===== config.mk =====
export PLATFORM = sky130hd
export DESIGN_NAME = lcd_display_arbiter_flat
export DESIGN_NICKNAME = d
export VERILOG_FILES = /design/src/rtl/lcd_pkg.sv /design/src/rtl/lcd_display_arbiter_if.sv /design/src/rtl/rr_priority_pick.sv /design/src/rtl/lcd_display_arbiter.sv /design/src/flat_wrapper.sv
export SDC_FILE = /design/constraint.sdc
export NUM_CORES = 1
export LEC_CHECK = 0
export ABC_AREA = 1
export CAP_MARGIN = 20
export CELL_PAD_IN_SITES_DETAIL_PLACEMENT = 1
export CELL_PAD_IN_SITES_GLOBAL_PLACEMENT = 2
export CORE_ASPECT_RATIO = 1.1
export CORE_MARGIN = 8
export CORE_UTILIZATION = 23
export DETAILED_ROUTE_END_ITERATION = 12
export HOLD_SLACK_MARGIN = 0.15
export PLACE_DENSITY = 0.85
export SLEW_MARGIN = 10
export SYNTH_ARGS = -nofsm -noshare
export SYNTH_HDL_FRONTEND = slang
export SYNTH_SLANG_ARGS = --single-unit
export TNS_END_PERCENT = 5

===== constraint.sdc =====
create_clock -name clk -period 1.6 [get_ports clk]
set_input_delay 0.48 -clock clk [delete_from_list [all_inputs] [get_ports clk]]
set_output_delay 0.48 -clock clk [all_outputs]
set_load 0.005 [all_outputs]

===== src/rtl/lcd_pkg.sv =====
// Shared types and driver timing constants for the LCD display arbiter.
package lcd_pkg;

  typedef enum logic [2:0] {
    ST_INIT_PULSE = 3'd0,
    ST_INIT_WAIT  = 3'd1,
    ST_IDLE       = 3'd2,
    ST_LOAD       = 3'd3,
    ST_WRITE      = 3'd4,
    ST_RELEASE    = 3'd5
  } lcd_state_e;

  localparam int unsigned LCD_DATA_W         = 18;
  localparam int unsigned LCD_RST_PULSE      = 2;
  localparam int unsigned LCD_DRV_BIT_CYCLES = 4;
  localparam int unsigned LCD_CURSOR_STEPS   = 2;
  localparam int unsigned LCD_MIN_INIT_CYCLES = 16;
  // Driver shifts every data bit plus two cursor steps, each taking BIT_CYCLES.
  localparam int unsigned LCD_MIN_WRITE_CYCLES =
    (LCD_DATA_W + LCD_CURSOR_STEPS) * LCD_DRV_BIT_CYCLES;

endpackage


===== src/rtl/lcd_display_arbiter_if.sv =====
// Requester-side bus of the LCD display arbiter.
interface lcd_display_arbiter_if #(
  parameter int unsigned NUM_REQ = 4,
  parameter int unsigned DATA_W  = 18
);
  logic [NUM_REQ-1:0]        req;
  logic [NUM_REQ*DATA_W-1:0] req_data;
  logic                      reinit;
  logic [NUM_REQ-1:0]        grant;
  logic [NUM_REQ-1:0]        done;
  logic                      busy;

  modport master (output req, req_data, reinit, input grant, done, busy);
  modport slave  (input req, req_data, reinit, output grant, done, busy);
endinterface


===== src/rtl/rr_priority_pick.sv =====
// Round-robin pick: first set request at or above ptr, wrapping modulo NUM_REQ.
module rr_priority_pick #(
  parameter int unsigned NUM_REQ = 4,
  parameter int unsigned PTR_W   = 2
) (
  input  logic [NUM_REQ-1:0] req,
  input  logic [PTR_W-1:0]   ptr,
  output logic [PTR_W-1:0]   winner,
  output logic               valid
);

  int idx;

  // Scan from the farthest offset down so the nearest requester is written last.
  always_comb begin
    winner = '0;
    valid  = |req;
    idx    = 0;
    for (int k = int'(NUM_REQ) - 1; k >= 0; k--) begin
      idx = int'(ptr) + k;
      if (idx >= int'(NUM_REQ)) idx = idx - int'(NUM_REQ);
      if (req[PTR_W'(idx)]) winner = PTR_W'(idx);
    end
  end

endmodule


===== src/rtl/lcd_display_arbiter.sv =====
// Shares one character-LCD driver among NUM_REQ requesters: driver reset
// sequencing, round-robin grant, fixed-length timed write windows.
module lcd_display_arbiter
  import lcd_pkg::*;
#(
  parameter int unsigned NUM_REQ      = 4,
  parameter int unsigned INIT_CYCLES  = 24,
  parameter int unsigned WRITE_CYCLES = 96,
  parameter int unsigned DATA_W       = LCD_DATA_W
) (
  input  logic                  clk,
  input  logic                  rst,
  lcd_display_arbiter_if.slave  bus,
  output logic                  lcd_rst,
  output logic                  lcd_enable,
  output logic [DATA_W-1:0]     lcd_data
);

  localparam int unsigned PTR_W   = (NUM_REQ > 1) ? $clog2(NUM_REQ) : 1;
  localparam int unsigned MAX_CYC = (INIT_CYCLES > WRITE_CYCLES) ? INIT_CYCLES : WRITE_CYCLES;
  localparam int unsigned TMR_W   = $clog2(MAX_CYC) + 1;

  if (WRITE_CYCLES < LCD_MIN_WRITE_CYCLES) begin : g_bad_write
    $error("WRITE_CYCLES shorter than the driver write time");
  end
  if (INIT_CYCLES < LCD_MIN_INIT_CYCLES) begin : g_bad_init
    $error("INIT_CYCLES shorter than the driver init time");
  end
  if (NUM_REQ < 2 || NUM_REQ > 8 || DATA_W != LCD_DATA_W) begin : g_bad_cfg
    $error("unsupported NUM_REQ or DATA_W");
  end

  lcd_state_e          state, stateNext;
  logic [TMR_W-1:0]    timer, timerNext;
  logic [PTR_W-1:0]    rrPtr, rrPtrNext;
  logic [PTR_W-1:0]    winnerIdx, winnerNext;
  logic                reinitPend, reinitPendNext;
  logic [NUM_REQ-1:0]  grantQ, grantNext;
  logic [NUM_REQ-1:0]  doneQ, doneNext;
  logic                busyQ, busyNext;
  logic                lcdRstNext, enableNext;
  logic [DATA_W-1:0]   dataNext;
  logic [PTR_W-1:0]    pickIdx;
  logic                pickValid;

  rr_priority_pick #(.NUM_REQ(NUM_REQ), .PTR_W(PTR_W)) uPick (
    .req    (bus.req),
    .ptr    (rrPtr),
    .winner (pickIdx),
    .valid  (pickValid)
  );

  assign bus.grant = grantQ;
  assign bus.done  = doneQ;
  assign bus.busy  = busyQ;

  always_ff @(posedge clk or negedge rst) begin
    if (!rst) begin
      state      <= ST_INIT_PULSE;
      timer      <= '0;
      rrPtr      <= '0;
      winnerIdx  <= '0;
      reinitPend <= 1'b0;
      grantQ     <= '0;
      doneQ      <= '0;
      busyQ      <= 1'b1;
      lcd_rst    <= 1'b0;
      lcd_enable <= 1'b0;
      lcd_data   <= '0;
    end else begin
      state      <= stateNext;
      timer      <= timerNext;
      rrPtr      <= rrPtrNext;
      winnerIdx  <= winnerNext;
      reinitPend <= reinitPendNext;
      grantQ     <= grantNext;
      doneQ      <= doneNext;
      busyQ      <= busyNext;
      lcd_rst    <= lcdRstNext;
      lcd_enable <= enableNext;
      lcd_data   <= dataNext;
    end
  end

  // Each state's actions land on the edge that ends its cycle.
  always_comb begin
    stateNext      = state;
    timerNext      = timer;
    rrPtrNext      = rrPtr;
    winnerNext     = winnerIdx;
    reinitPendNext = reinitPend;
    grantNext      = grantQ;
    doneNext       = '0;
    lcdRstNext     = 1'b0;
    enableNext     = 1'b0;
    dataNext       = lcd_data;
    unique case (state)
      ST_INIT_PULSE: begin
        if (timer == TMR_W'(LCD_RST_PULSE)) begin
          stateNext = ST_INIT_WAIT;
          timerNext = '0;
        end else begin
          lcdRstNext = 1'b1;
          timerNext  = timer + TMR_W'(1);
        end
      end
      ST_INIT_WAIT: begin
        if (timer == TMR_W'(INIT_CYCLES - 1)) begin
          stateNext = ST_IDLE;
          timerNext = '0;
        end else begin
          timerNext = timer + TMR_W'(1);
        end
      end
      ST_IDLE: begin
        timerNext = '0;
        if (bus.reinit) begin
          stateNext = ST_INIT_PULSE;
        end else if (pickValid) begin
          winnerNext = pickIdx;
          stateNext  = ST_LOAD;
        end
      end
      ST_LOAD: begin
        dataNext   = bus.req_data[winnerIdx*DATA_W +: DATA_W];
        grantNext  = NUM_REQ'(1) << winnerIdx;
        enableNext = 1'b1;
        timerNext  = '0;
        stateNext  = ST_WRITE;
        if (bus.reinit) reinitPendNext = 1'b1;
      end
      ST_WRITE: begin
        if (bus.reinit) reinitPendNext = 1'b1;
        if (timer == TMR_W'(WRITE_CYCLES - 1)) begin
          stateNext = ST_RELEASE;
          timerNext = '0;
        end else begin
          timerNext = timer + TMR_W'(1);
        end
      end
      ST_RELEASE: begin
        doneNext       = NUM_REQ'(1) << winnerIdx;
        grantNext      = '0;
        rrPtrNext      = (winnerIdx == PTR_W'(NUM_REQ - 1)) ? '0 : winnerIdx + PTR_W'(1);
        reinitPendNext = 1'b0;
        timerNext      = '0;
        stateNext      = (reinitPend || bus.reinit) ? ST_INIT_PULSE : ST_IDLE;
      end
      default: begin
        stateNext = ST_INIT_PULSE;
        timerNext = '0;
      end
    endcase
    busyNext = (stateNext != ST_IDLE);
  end

endmodule


===== src/flat_wrapper.sv =====
// flat-port wrapper written by rule: the top's interface ports become plain ports
module lcd_display_arbiter_flat import lcd_pkg::*;
#(
  parameter int unsigned NUM_REQ      = 4,
  parameter int unsigned INIT_CYCLES  = 24,
  parameter int unsigned WRITE_CYCLES = 96,
  parameter int unsigned DATA_W       = LCD_DATA_W
)
  (clk, rst, lcd_rst, lcd_enable, lcd_data, bus_req, bus_req_data, bus_reinit, bus_grant, bus_done, bus_busy);
  lcd_display_arbiter_if #(.NUM_REQ(NUM_REQ), .DATA_W(DATA_W)) bus_i ();
  input  logic clk;
  input  logic rst;
  output logic lcd_rst;
  output logic lcd_enable;
  output logic [DATA_W-1:0] lcd_data;
  input wire logic [$bits(bus_i.req)-1:0] bus_req;
  input wire logic [$bits(bus_i.req_data)-1:0] bus_req_data;
  input wire logic [$bits(bus_i.reinit)-1:0] bus_reinit;
  output wire logic [$bits(bus_i.grant)-1:0] bus_grant;
  output wire logic [$bits(bus_i.done)-1:0] bus_done;
  output wire logic [$bits(bus_i.busy)-1:0] bus_busy;
  assign bus_i.req = bus_req;
  assign bus_i.req_data = bus_req_data;
  assign bus_i.reinit = bus_reinit;
  assign bus_grant = bus_i.grant;
  assign bus_done = bus_i.done;
  assign bus_busy = bus_i.busy;
  lcd_display_arbiter #(.NUM_REQ(NUM_REQ), .INIT_CYCLES(INIT_CYCLES), .WRITE_CYCLES(WRITE_CYCLES), .DATA_W(DATA_W)) u_core (.clk(clk), .rst(rst), .bus(bus_i), .lcd_rst(lcd_rst), .lcd_enable(lcd_enable), .lcd_data(lcd_data));
endmodule

==> results of run 1 <==
-- routing by layer --
metal | GRT usage, % | up-vias
met2 | 23.29 | 71
met4 | 3.872 | 0
met1 | 15.52 | 1311
li1 | - | 1424
met5 | 0 | -
met3 | 2.322 | 6
-- layout make-up --
type / count / area (um2)
fill: 1390 / 7179
timing repair buffer: 126 / 1226
clock buffer: 8 / 146.4
sequential: 45 / 1129
tap: 150 / 187.7
multi-input combinational: 274 / 1356
inverter: 30 / 112.6
-- cells by family (layout without fill, tap and decap cells) --
logic type	Yosys count	count (layout)
simple gates	188	188
flops	45	45
compound gates	75	75
buf+inv	47	164
xor+xnor	5	5
fa+ha+maj	6	6
-- what timing repair did --
action / CTS / global route
endpoints found under the setup margin: 28 / 12
pin swaps: 0 / 2
gates resized for setup: 28 / 14
-- per-stage QoR --
stage	util, %	setup TNS, ns	setup WS, ns	power, mW
after CTS	36.28	0	0.001146	2.774
after global placement	35.29	-0.3718	-0.1700	1.720
after global routing	36.67	0	0.002897	2.867
after detailed placement	35.29	-0.5109	-0.2310	1.730
final	36.67	0	0.1051	2.713
after floorplan	-	0	0.2291	1.361
-- cells in the mapped netlist, drive strengths merged --
cell type  number
o21ai          46
a21oi           2
xor2            5
clkinv          1
or2             1
dfrtp          44
a31oi          24
inv            29
nand4           2
buf            14
a22o            1
nand3          21
ha              6
nor3            5
nand2          54
o31ai           1
nor2          105
clkbuf          3
dfstp           1
o22ai           1
-- report_power, final --
group	switching [mW]	internal (mW)	total [mW]
logic	0.182	0.286	0.468
registers	0.0225	1.18	1.20
clock network	0.418	0.624	1.04
-- final timing paths --
path	startpoint	endpoint	slack, ns	depth (start not counted)
max	u_core.bus.busy	bus_busy	0.11	1
min in group clk	u_core.timer[0]	u_core.timer[0]	0.48	1
max in group asynchronous	rst	u_core.bus.busy	1.19	2
min	rst	u_core.bus.done[1]	0.17	2
max reg2reg	u_core.timer[0]	u_core.timer[1]	0.12	6
min reg2reg	u_core.timer[0]	u_core.timer[0]	0.48	1
-- registers in the layout, indices dropped and copies added, names as in the netlist --
name	count
u_core.lcd_enable	1
u_core.bus.done	4
u_core.timer	8
u_core.bus.grant	4
u_core.reinitPend	1
u_core.lcd_rst	1
u_core.state	3
u_core.winnerIdx	2
u_core.lcd_data	18
u_core.bus.busy	1
u_core.rrPtr	2
==> metrics.cfg, run 1 <==
[run_status]
status=completed

[sta]
worst_clock_skew_ns=0.004036
slew_viol_final=0
slew-limit-headroom_pct=81.08
fin_crit_sh_pct=93.43
timing.fmax_mhz=669.0
min_period_ns=1.495
timing.hold.ws_ns=0.1709
setup_viol=0
rsz0062_at_grt=true
hold_viol=0
tightest_slew_ns=0.2808

[route]
highest_layer=met4
drtPass1Iterations=4
wl_met1_mm=4.385
wl_met3_um=396
wirelength_mm=9.763
dr_wl_met2_mm=4.850
num_vias=2812
routed_via_density=4.442
drt_iter0_markers=84
wl_per_cell_um=15.42
drc_errors=0
postRouteAntennaNets=0

[clock_tree]
cts_setup_buffers=0
path_clk_slew_ns=0.06
cts.sinks=45
cts_root_buffer=clkbuf_16
clk_latency_ns=0.28
cts_tree=done
hold_buffers=0
cts_max_path_buffers=2
numCtsBuffers=5
cts.htree.levels=2

[job]
drv_cap=0

[setup_path]
crit_fanout=1
cp-start-kind=flop
slowest_delay_ns=0.51
cp.arrival_ns=1.01
cp_cell_sequence=dlygate4sd2_1
path_buf_inv=1
path_delay_family=flip-flops
cp_slowest_cell=dfstp_2
end_kind=output port
worstPathRequired_ns=1.12
crit_type=reg2out

[logic_synthesis]
synthMuxAreaShare_pct=0
synth_compound_area_share_pct=15.71
synthTopCellsByArea=dfrtp_1, nor2_1, o21ai_0
ys_warn_count=0
syn_nets=451
synthCells=366
syn-cell-area_mm2=0.002653
synth-xor-area-share_pct=1.651
synthAdderAreaFrac_pct=2.830
synth_largest_area_cell=dfrtp_1
yosysUniqueCellTypes=30
ys_seq_area_share_pct=42.50
yosys.area_share.simple_pct=29.15
synth_top_area_share_pct=41.51
synth_top_family_by_area=simple AND/OR/NAND/NOR gates
syn_area_per_cell_um2=7.247
ys_seq_elements=45

[finish]
antenna_cells=0
fin_area_mm2=0.004158
area.growth.synth_to_final_pct=56.75
final_cell_mix=nor2_1, clkdlybuf4s50_1, nand2_1
drive_above_1_share_pct=10.56
mostFrequentLayoutCell=nor2_1
nets=567
stdcell_count=633

[power]
power.leakage_nw=1.925
p_per_area_mw_per_mm2=652.5
ir_drop_mv=0.4181

[place]
portBuffers=107
gp_congestion=0.7795
dp_hpwl_mm=7.565
dp.cells=625
place_area_mm2=0.004001

[global_route]
grt_usage_pct=12.97
antenna_found_initial=0
grt_pass1_wl_mm=16.05
grt_max_degree=38
grt_pass1_vias=3073
grt_overflow=0

[die]
die_height_um=128.6
io_pins=108
die_w_um=118.4
start_util_pct=23.40
die_area_mm2=0.01523
coreArea_mm2=0.01134
placementRows=41

[min_path]
min-delay-path-class=in2async

Note: power is estimated with default switching activity, not from simulation.
==> run 2, diff against run 1 <==
==> constraint.sdc (replaced) <==
create_clock -name clk -period 1.5 [get_ports clk]
set_input_delay 0.45 -clock clk [delete_from_list [all_inputs] [get_ports clk]]
set_output_delay 0.45 -clock clk [all_outputs]
set_load 0.005 [all_outputs]
==> metrics.cfg, run 2 (synthesis gave the netlist of run 1 again) <==
[die]
die_area_mm2=0.01523
die_height_um=128.6
io_pins=108
die_w_um=118.4
start_util_pct=23.40
placementRows=41
coreArea_mm2=0.01134

[finish]
stdcell_count=645
nets=579
mostFrequentLayoutCell=nor2_1
top_register=u_core.lcd_data
drive_above_1_share_pct=15.76
antenna_cells=0
area.growth.synth_to_final_pct=64.62
reg_top3=u_core.lcd_data x18, u_core.timer x8
n_fill_cell=1395
largest_reg_flops=18
final_cell_mix=nor2_1, clkdlybuf4s50_1, nand2_1

[place]
dp_hpwl_mm=7.860
dp.cells=633
gp_congestion=0.7922
portBuffers=107
dp_slack_ns=-0.3251

[sta]
worst_clock_skew_ns=0.004446
min_period_ns=1.486
timing.hold.ws_ns=0.5070
fin_crit_sh_pct=99.07
rsz0062_at_grt=true
setup_viol=0
slew_viol_final=0
tightest_slew_ns=0.3382
hold_viol=0
worst_slack_ns=0.01402
timing.fmax_mhz=673.0
slew-limit-headroom_pct=77.45

[setup_path]
cp.arrival_ns=1.65
cp-start-kind=flop
crit_fanout=5
end_kind=flop
critPathLaunch=u_core.timer[0]
crit_type=reg2reg
r2r-start=u_core.timer[0]
worstPathRequired_ns=1.66

[global_route]
grt_usage_pct=13.37
antenna_found_initial=0
grt_pass1_vias=3248
grt_overflow=0
grt_pass1_wl_mm=16.73
grt_max_degree=38

[run_status]
status=completed

[clock_tree]
cts.sinks=45
cts_root_buffer=clkbuf_16
clk_latency_ns=0.28
cts_max_path_buffers=2
cts_tree=done
path_clk_slew_ns=0.06
numCtsBuffers=5
cts.htree.levels=2

[route]
num_vias=2926
drt_iter0_markers=80
routed_via_density=4.536
wirelength_mm=10.24
postRouteAntennaNets=0
drtPass1Iterations=4
wl_per_cell_um=15.88
drc_errors=0

[power]
seq_power_share_pct=41.6
ir_drop_mv=0.3969
power.leakage_nw=2.000
finalPower_mw=3.083
switching_power_mw=0.6840
internal_power_mw=2.399
swShare_pct=22.18
comb_power_share_pct=16.5
p_per_area_mw_per_mm2=706.1
p_clk_share_pct=41.9

[min_path]
min-delay-start=u_core.timer[0]
min-delay-path-class=reg2reg

[job]
drv_cap=0

## run 2: cell count changes in the layout (fill, tap and decap cells not counted), moves of 2 or more
cell     previous run  this run
nor2_2              2         5
nor2_1            102        98
buf_6               0         2
nand2_1            51        48
inv_2               6         8
nand3_1            15        12
buf_4              15        24
nand2_2             3         6
inv_1              23        21
nand3_4             0         3
## run 2: routing by layer
metal / track usage (%) / part of all wire, %
met2: 24.66 / 51
met1: 15.80 / 44
met3: 1.796 / 3.3
met5: 0 / 0
met4: 4.095 / 1.9
## run 2: power by group through the flow
| stage | logic (mW) | clock network [mW] | registers, mW |
|---|---|---|---|
| final | 0.507 | 1.29 | 1.28 |
| after global routing | 0.564 | 1.37 | 1.29 |
| after CTS | 0.514 | 1.33 | 1.28 |
| after detailed placement | 0.541 | 0 | 1.31 |
| after global placement | 0.529 | 0 | 1.31 |
| after floorplan | 0.142 | 0 | 1.31 |
## run 2: final cells by class
class / count / area, um2 / area share [%]
Clock inverter: 1 / 30.03 / 0.6877
Clock buffer: 7 / 142.6 / 3.266
Timing Repair Buffer: 138 / 1325 / 30.34
Tap cell: 150 / 187.7 / 4.298
Multi-Input combinational cell: 274 / 1439 / 32.95
Inverter: 30 / 112.6 / 2.579
Sequential cell: 45 / 1130 / 25.87
## run 2: worst paths after layout
kind                            cells past startpoint                  end  slack (ns)
max in group asynchronous                           3    u_core.lcd_enable        0.47
worst min register to register                      1      u_core.timer[0]        0.51
min in group asynchronous                           2  u_core.bus.grant[2]        0.61
worst min-delay path                                1      u_core.timer[0]        0.51
worst max-delay path                                7      u_core.timer[1]        0.01
worst max register to register                      7      u_core.timer[1]        0.01
## run 2: what timing repair did
action	CTS	global route
endpoints found under the setup margin	39	13
pin swaps	0	4
hold endpoints to repair	9	0
hold buffers	1	0
buffers inserted	0	3
gates resized for setup	34	33
## run 2: critical path, cell delays in order (launching register included)
cell and delay [ns]:
dfrtp_1 0.40, ha_2 0.23, nand2_2 0.08, nor2_2 0.12
nand2_1 0.14, nand2_2 0.19, buf_4 0.13, a31oi_1 0.07
## run 2: per-stage QoR
step | cell area (um2) | TNS [ns] | util, %
detailed placement | 4061 | -0.9811 | 35.82
floorplan | 2653 | 0 | -
finish | 4367 | 0 | 38.52
CTS | 4230 | -0.03420 | 37.31
global placement | 4061 | -0.7397 | 35.82
global route | 4367 | -0.4363 | 38.52
==> run 3, diff against run 2 <==
--- a/config.mk
+++ b/config.mk
@@ -6,7 +6,7 @@
 export NUM_CORES = 1
 export LEC_CHECK = 0
 export ABC_AREA = 1
-export CAP_MARGIN = 20
+export CAP_MARGIN = 25
 export CELL_PAD_IN_SITES_DETAIL_PLACEMENT = 1
 export CELL_PAD_IN_SITES_GLOBAL_PLACEMENT = 2
 export CORE_ASPECT_RATIO = 1.1
==> results of run 3 <==
Same layout as run 2: the final DEF is identical, and so are final timing and power.
